===== config.mk =====
export PLATFORM = sky130hd
export DESIGN_NAME = mac_lane_acc
export DESIGN_NICKNAME = d
export VERILOG_FILES = /design/src/rtl/cnn_pkg.sv /design/src/rtl/mac_lane_tree.sv /design/src/rtl/mac_lane_acc.sv
export SDC_FILE = /design/constraint.sdc
export NUM_CORES = 1
export LEC_CHECK = 0
export ABC_AREA = 1
export BUFFER_PORTS_ARGS = -buffer_cell sky130_fd_sc_hd__buf_2
export CORE_MARGIN = 5
export CORE_UTILIZATION = 40
export DETAILED_ROUTE_END_ITERATION = 7
export PLACE_DENSITY = 0.56
export SLEW_MARGIN = 5
export SYNTH_ARGS = -nofsm -noshare
export SYNTH_HDL_FRONTEND = slang
export SYNTH_SLANG_ARGS = --single-unit

===== constraint.sdc =====
create_clock -name clk -period 9.6 [get_ports clk]
set_input_delay 0.48 -clock clk [delete_from_list [all_inputs] [get_ports clk]]
set_output_delay 0.48 -clock clk [all_outputs]
set_load 0.01 [all_outputs]

===== src/rtl/cnn_pkg.sv =====
// Shared CNN datapath helpers: width arithmetic, signed typedefs and a saturating add.
// Latency: n/a (package only). Backpressure: n/a.
// Contents: clog2(), SUM_W(), sat_add(); operand_t/product_t/acc_t at the default widths.
package cnn_pkg;

   localparam int DEF_DATA_W = 8;
   localparam int DEF_ACC_W  = 24;

   typedef logic signed [DEF_DATA_W-1:0]   operand_t;
   typedef logic signed [2*DEF_DATA_W-1:0] product_t;
   typedef logic signed [DEF_ACC_W-1:0]    acc_t;

   // Wide carrier for the saturating add; any accumulator narrower than 63 bits
   // can be summed here without the intermediate itself overflowing.
   typedef logic signed [63:0] wide_t;

   typedef struct packed {
      logic  ovf;
      wide_t val;
   } sat_res_t;

   // Ceiling log2; clog2(1) = 0.
   function automatic int clog2(input int value);
      int r;
      int v;
      r = 0;
      v = 1;
      while (v < value) begin
         v = v * 2;
         r = r + 1;
      end
      return r;
   endfunction

   // Width of the registered lane sum: one product plus growth for the adder tree.
   function automatic int SUM_W(input int data_w, input int lanes);
      return 2 * data_w + clog2(lanes);
   endfunction

   // x + y clamped to the signed range of a w-bit value; ovf flags a clamp.
   function automatic sat_res_t sat_add(input wide_t x, input wide_t y, input int w);
      wide_t    full;
      wide_t    hi;
      wide_t    lo;
      sat_res_t r;
      full  = x + y;
      hi    = (wide_t'(1) <<< (w - 1)) - wide_t'(1);
      lo    = -hi - wide_t'(1);
      r.ovf = 1'b0;
      r.val = full;
      if (full > hi) begin
         r.ovf = 1'b1;
         r.val = hi;
      end else if (full < lo) begin
         r.ovf = 1'b1;
         r.val = lo;
      end
      return r;
   endfunction

endpackage


===== src/rtl/mac_lane_tree.sv =====
// LANES signed multipliers (S1) feeding a registered sign-extended lane sum (S2).
// Latency: 2 cycles from accept to sum/sum_valid. Backpressure: all registers hold while en = 0.
// Ports: clk, rst (async high), en (pipeline advance), clr (flush valids), in_valid, a, b -> sum, sum_valid.
module mac_lane_tree
   import cnn_pkg::*;
#(
   parameter int  DATA_W = 8,
   parameter int  LANES  = 4,
   localparam int SW     = SUM_W(DATA_W, LANES)
) (
   input  logic                     clk,
   input  logic                     rst,
   input  logic                     en,
   input  logic                     clr,
   input  logic                     in_valid,
   input  logic [LANES*DATA_W-1:0]  a,
   input  logic [LANES*DATA_W-1:0]  b,
   output logic signed [SW-1:0]     sum,
   output logic                     sum_valid
);

   logic signed [2*DATA_W-1:0] prod_d [LANES];
   logic signed [2*DATA_W-1:0] prod_q [LANES];
   logic                       v1;
   logic signed [SW-1:0]       sum_d;

   // Operands are sign-extended to the product width first, so the product
   // is exact (|-2^(N-1) * -2^(N-1)| still fits in 2N signed bits).
   always_comb begin
      for (int i = 0; i < LANES; i++) begin
         prod_d[i] = (2*DATA_W)'($signed(a[i*DATA_W +: DATA_W]))
                   * (2*DATA_W)'($signed(b[i*DATA_W +: DATA_W]));
      end
   end

   always_comb begin
      sum_d = '0;
      for (int i = 0; i < LANES; i++) begin
         sum_d = sum_d + SW'(prod_q[i]);
      end
   end

   // clr acts even while stalled: it only kills valids, it never creates data.
   always_ff @(posedge clk or posedge rst) begin
      if (rst) begin
         v1        <= 1'b0;
         sum_valid <= 1'b0;
         sum       <= '0;
         for (int i = 0; i < LANES; i++) begin
            prod_q[i] <= '0;
         end
      end else if (clr) begin
         v1        <= 1'b0;
         sum_valid <= 1'b0;
      end else if (en) begin
         v1        <= in_valid;
         prod_q    <= prod_d;
         sum_valid <= v1;
         sum       <= sum_d;
      end
   end

endmodule


===== src/rtl/mac_lane_acc.sv =====
// Multi-lane signed MAC: accumulates KLEN lane-sum beats into one ACC_W result.
// Latency: 3 cycles from the last tap's accept to out_valid. Backpressure: in_ready = !out_valid || out_ready; a stall freezes every stage.
// Ports: clk, rst (async high), clr (sync flush), in_valid/in_ready/a/b in, out_valid/out_ready/y/y_ovf out.
// Build option MAC_SATURATE_EN: clamp each accumulation step and report clamps on y_ovf; otherwise wrap and tie y_ovf low.
module mac_lane_acc
   import cnn_pkg::*;
#(
   parameter int DATA_W = 8,
   parameter int ACC_W  = 24,
   parameter int LANES  = 4,
   parameter int KLEN   = 9
) (
   input  logic                       clk,
   input  logic                       rst,
   input  logic                       clr,
   input  logic                       in_valid,
   output logic                       in_ready,
   input  logic [LANES*DATA_W-1:0]    a,
   input  logic [LANES*DATA_W-1:0]    b,
   output logic                       out_valid,
   input  logic                       out_ready,
   output logic signed [ACC_W-1:0]    y,
   output logic                       y_ovf
);

   localparam int SW    = SUM_W(DATA_W, LANES);
   localparam int CNT_W = (clog2(KLEN) < 1) ? 1 : clog2(KLEN);
   localparam logic [CNT_W-1:0] LAST = CNT_W'(KLEN - 1);

   logic                    adv;
   logic signed [SW-1:0]    sum2;
   logic                    v2;
   logic signed [ACC_W-1:0] acc;
   logic [CNT_W-1:0]        tap_cnt;
   logic signed [ACC_W-1:0] step_val;

   // The only combinational in->out path: out_ready -> in_ready.
   assign adv      = !out_valid || out_ready;
   assign in_ready = adv;

   mac_lane_tree #(
      .DATA_W (DATA_W),
      .LANES  (LANES)
   ) u_tree (
      .clk       (clk),
      .rst       (rst),
      .en        (adv),
      .clr       (clr),
      .in_valid  (in_valid),
      .a         (a),
      .b         (b),
      .sum       (sum2),
      .sum_valid (v2)
   );

`ifdef MAC_SATURATE_EN
   sat_res_t step_r;
   logic     step_ovf;
   logic     ovf_sticky;

   always_comb begin
      step_r   = sat_add(wide_t'(acc), wide_t'(sum2), ACC_W);
      step_val = step_r.val[ACC_W-1:0];
      step_ovf = step_r.ovf;
   end
`else
   assign step_val = acc + ACC_W'(sum2);
`endif

   always_ff @(posedge clk or posedge rst) begin
      if (rst) begin
         acc       <= '0;
         tap_cnt   <= '0;
         out_valid <= 1'b0;
         y         <= '0;
         y_ovf     <= 1'b0;
`ifdef MAC_SATURATE_EN
         ovf_sticky <= 1'b0;
`endif
      end else begin
         // Output register: load on the last tap, otherwise drop valid once
         // consumed. A held result (adv = 0) is untouched, including under clr.
         if (adv) begin
            if (!clr && v2 && tap_cnt == LAST) begin
               out_valid <= 1'b1;
               y         <= step_val;
`ifdef MAC_SATURATE_EN
               y_ovf     <= ovf_sticky | step_ovf;
`else
               y_ovf     <= 1'b0;
`endif
            end else begin
               out_valid <= 1'b0;
            end
         end

         if (clr) begin
            acc     <= '0;
            tap_cnt <= '0;
`ifdef MAC_SATURATE_EN
            ovf_sticky <= 1'b0;
`endif
         end else if (adv && v2) begin
            if (tap_cnt == LAST) begin
               // Next window starts immediately from zero.
               acc     <= '0;
               tap_cnt <= '0;
`ifdef MAC_SATURATE_EN
               ovf_sticky <= 1'b0;
`endif
            end else begin
               acc     <= step_val;
               tap_cnt <= tap_cnt + CNT_W'(1);
`ifdef MAC_SATURATE_EN
               ovf_sticky <= ovf_sticky | step_ovf;
`endif
            end
         end
      end
   end

endmodule

==> impl_metrics.env <==
export IMPL_finalCritPeriodShare=0.4137
export IMPL_dieHeight_um=229.0
export IMPL_final_common_cell="nand2_1"
export IMPL_rsz0062_at_grt="no"
export IMPL_grt_max_degree=88
export IMPL_yosysWarnings=0
export IMPL_synth_area_leaders="fa_1, dfrtp_1, nand2_1"
export IMPL_place_congestion=0.9029
export IMPL_htreeDepth=4
export IMPL_synth_flop_cell="dfrtp_1"
export IMPL_crit_fanout=8
export IMPL_core_area_mm2=0.04755
export IMPL_synth_adder_area_share=0.3681
export IMPL_start_util=0.4035
export IMPL_dr_first_iter_drc_count=593
export IMPL_tritoncts="yes"
export IMPL_final_antenna_net_count=0
export IMPL_finalPower_mw=6.462
export IMPL_clock_path_buffers=2
export IMPL_avgSynthCellArea_um2=7.316
export IMPL_cap_violations=0
export IMPL_fin_worst_skew_ns=0.01635
export IMPL_start_kind="input pin"
export IMPL_numCtsBuffers=17
export IMPL_grt_overflow_total=0
export IMPL_worstMarginPinSlew_ns=1.003
export IMPL_place_hpwl_um=36810
export IMPL_antenna_found_initial=0
export IMPL_synth_xor_area_frac=0.02100
export IMPL_grt_pass1_wl_um=77520
export IMPL_path_buf_inv=4
export IMPL_dp_cells=3249
export IMPL_worstSkewPairLatency_ns=0.43
export IMPL_layout_drive_gt1_share=0.05776
export IMPL_cp_common_cell="fa_1"
export IMPL_nNetsFinal=3134
export IMPL_track_usage=0.1740
export IMPL_whs_ns=0.2045
export IMPL_netlist_area_leader_share=0.2651
export IMPL_syn_area_mm2=0.01918
export IMPL_end_kind="flop"
export IMPL_slew_viol_final=0
export IMPL_die_area_mm2=0.05244
export IMPL_fillers=4883
export IMPL_drc_errors=0
export IMPL_port_buffers=94
export IMPL_io_pins=96
export IMPL_synth_edf_count=0
export IMPL_slowest_stage="fa_1"
export IMPL_synth_top_family_by_area="adder cells"
export IMPL_grt_pass1_vias=16023
export IMPL_yosys_area_share_simple=0.2415
export IMPL_use_met2=0.3074
export IMPL_cts_root_buf="clkbuf_16"
export IMPL_cts_setup_buffers=0
export IMPL_yosys_area_top_type="fa_1"
export IMPL_peakVddDrop_uv=259.6
export IMPL_fmax_mhz=251.8
export IMPL_firstDrtPassIters=5
export IMPL_critPathMaxStageDelay_ns=0.71
export IMPL_wl_per_cell_um=13.31
export IMPL_cts_hold_buffers_added=0
export IMPL_crit_arrival_ns=4.29
export IMPL_layout_common_cells="nand2_1, inv_1, fa_1"
export IMPL_synthArstFlopShare=1.000
export IMPL_finalHoldViolations=0
export IMPL_clkSinkCount=137
export IMPL_leakagePower_nw=12.32
export IMPL_holdCritPathClass="input pin to async pin"
export IMPL_fin_cells=3281
export IMPL_finalSetupViolations=0
export IMPL_synth_compound_area_frac=0.04526
export IMPL_grt_met3_usage=0.01635
export IMPL_cts_resized=0
export IMPL_via_per_inst=4.705
export IMPL_worstPathCellList="buf_2 > nand2_1 > fa_1 > inv_1 > fa_1 > inv_1 > fa_1 > inv_1 > fa_1 > ha_1 > a21o_1 > nor2_1 > nand2_1 > nor2_1 > nand3_1 > nand3_1 > nand2_1"
export IMPL_path_delay_family="adder cells"
export IMPL_netlist_instances=2622
export IMPL_muxShareOfSynthArea=0
export IMPL_yosysUniqueCellTypes=40
export IMPL_ys_ff_latch=137
export IMPL_routed_wl_um=43670
export IMPL_min_period_ns=3.972
export IMPL_antenna_cells=0
export IMPL_p_per_area_mw_per_mm2=313.2
export IMPL_std_cell_rows=80
export IMPL_finalSetupTns_ns=0
export IMPL_clk_pin_slew_ns=0.07
export IMPL_syn_nets=3103
export IMPL_die_x_um=229.0
export IMPL_vias=15438
export IMPL_grt_busiest_layer="met2"
export IMPL_use_met1=0.2341
export IMPL_slew_headroom=0.3309
export IMPL_ys_seq_area_frac=0.1787
export IMPL_cp_required_ns=9.92
export IMPL_syn2layout_area_growth_pct=7.546
export IMPL_status="completed"
export IMPL_crit_type="input pin to flop"
==> layer usage <==
layer | up-vias | share of wire
met4 | 0 | 0.015
met3 | 39 | 0.024
met5 | - | 0
met1 | 7418 | 0.47
li1 | 7783 | -
met2 | 198 | 0.49
==> power breakdown <==
group | internal (mW) | total [mW] | switching, mW
registers | 0.759 | 0.933 | 0.174
logic | 1.90 | 4.91 | 3.01
clock network | 0.337 | 0.619 | 0.283
total | 3.00 | 6.46 | 3.47
==> cell type report <==
cell class / count / area (µm²) / share of cell area
Clock inverter: 13 / 108.9 / 0.005276
Inverter: 644 / 2422 / 0.1174
Sequential cell: 137 / 3428 / 0.1662
Multi-Input combinational cell: 1755 / 12970 / 0.6286
Tap cell: 615 / 769.5 / 0.03730
Timing Repair Buffer: 98 / 500.5 / 0.02426
Clock buffer: 19 / 432.9 / 0.02098
==> worst register-to-register path, stage by stage, from the launching register on <==
cell and delay, ns:
dfrtp_1 0.43, fa_1 0.51, fa_1 0.49, ha_1 0.20, inv_1 0.08, fa_1 0.47, o21ai_2 0.26, nand2_1 0.11
nand2_1 0.12, nand2_1 0.08, nand2_1 0.06, nand2_1 0.05, nand3_1 0.06, nand2_1 0.06
==> cell usage after synthesis, types with 2 or more instances <==
cell type	instances
ha_1	158
nand3_2	2
a21oi_1	52
and2_1	2
buf_2	10
nand4_1	16
o21ai_0	67
o21bai_1	6
fa_1	254
inv_2	4
a31oi_1	8
o21ai_2	2
or2_2	10
buf_4	3
nand3_1	124
nor2_8	2
inv_1	639
xor2_1	18
o21ai_1	11
a21o_1	7
nand3b_1	18
xnor2_1	28
buf_1	4
o211ai_1	5
nor2_2	3
clkbuf_1	66
nor2_1	119
buf_6	3
nor4_1	2
dfrtp_1	137
nand2_1	833
==> registers in the layout (all words and copies together) (netlist names) <==
register / flops
out_valid: 1
acc: 24
tap_cnt: 4
y: 24
u_tree.v1: 1
u_tree.sum: 18
u_tree.sum_valid: 1
u_tree.prod_q: 64
==> stage by stage <==
stage | utilization | area [µm²] | setup slack (ns)
6_report | 0.4339 | 20630 | 5.628
5_1_grt | 0.4339 | 20630 | 5.323
4_1_cts | 0.4339 | 20630 | 5.552
3_5_place_dp | 0.4225 | 20090 | 5.117
3_3_place_gp | 0.4225 | 20090 | 5.160
2_1_floorplan | - | 19180 | 5.407
==> cells by family (layout without fill, tap and decap cells) <==
family,Yosys count,in the layout
compound gates,160,160
xor+xnor,46,46
fa+ha+maj,412,412
buf+inv,730,774
flops,137,137
other cells,1,1
simple gates,1136,1136
==> final timing paths <==
kind	slack (ns)	from	end	cells past startpoint
setup / recovery	5.63	b[2]	u_tree.prod_q[63]	17
hold / removal	0.20	rst	y[16]	2
setup reg to reg	6.49	u_tree.prod_q[1]	u_tree.sum[11]	13
hold reg to reg	0.47	y[19]	y[19]	2
max in group asynchronous	8.20	rst	u_tree.prod_q[5]	3
min in group clk	0.30	in_valid	u_tree.v1	3
No activity file was read; power rests on OpenSTA's default activity.
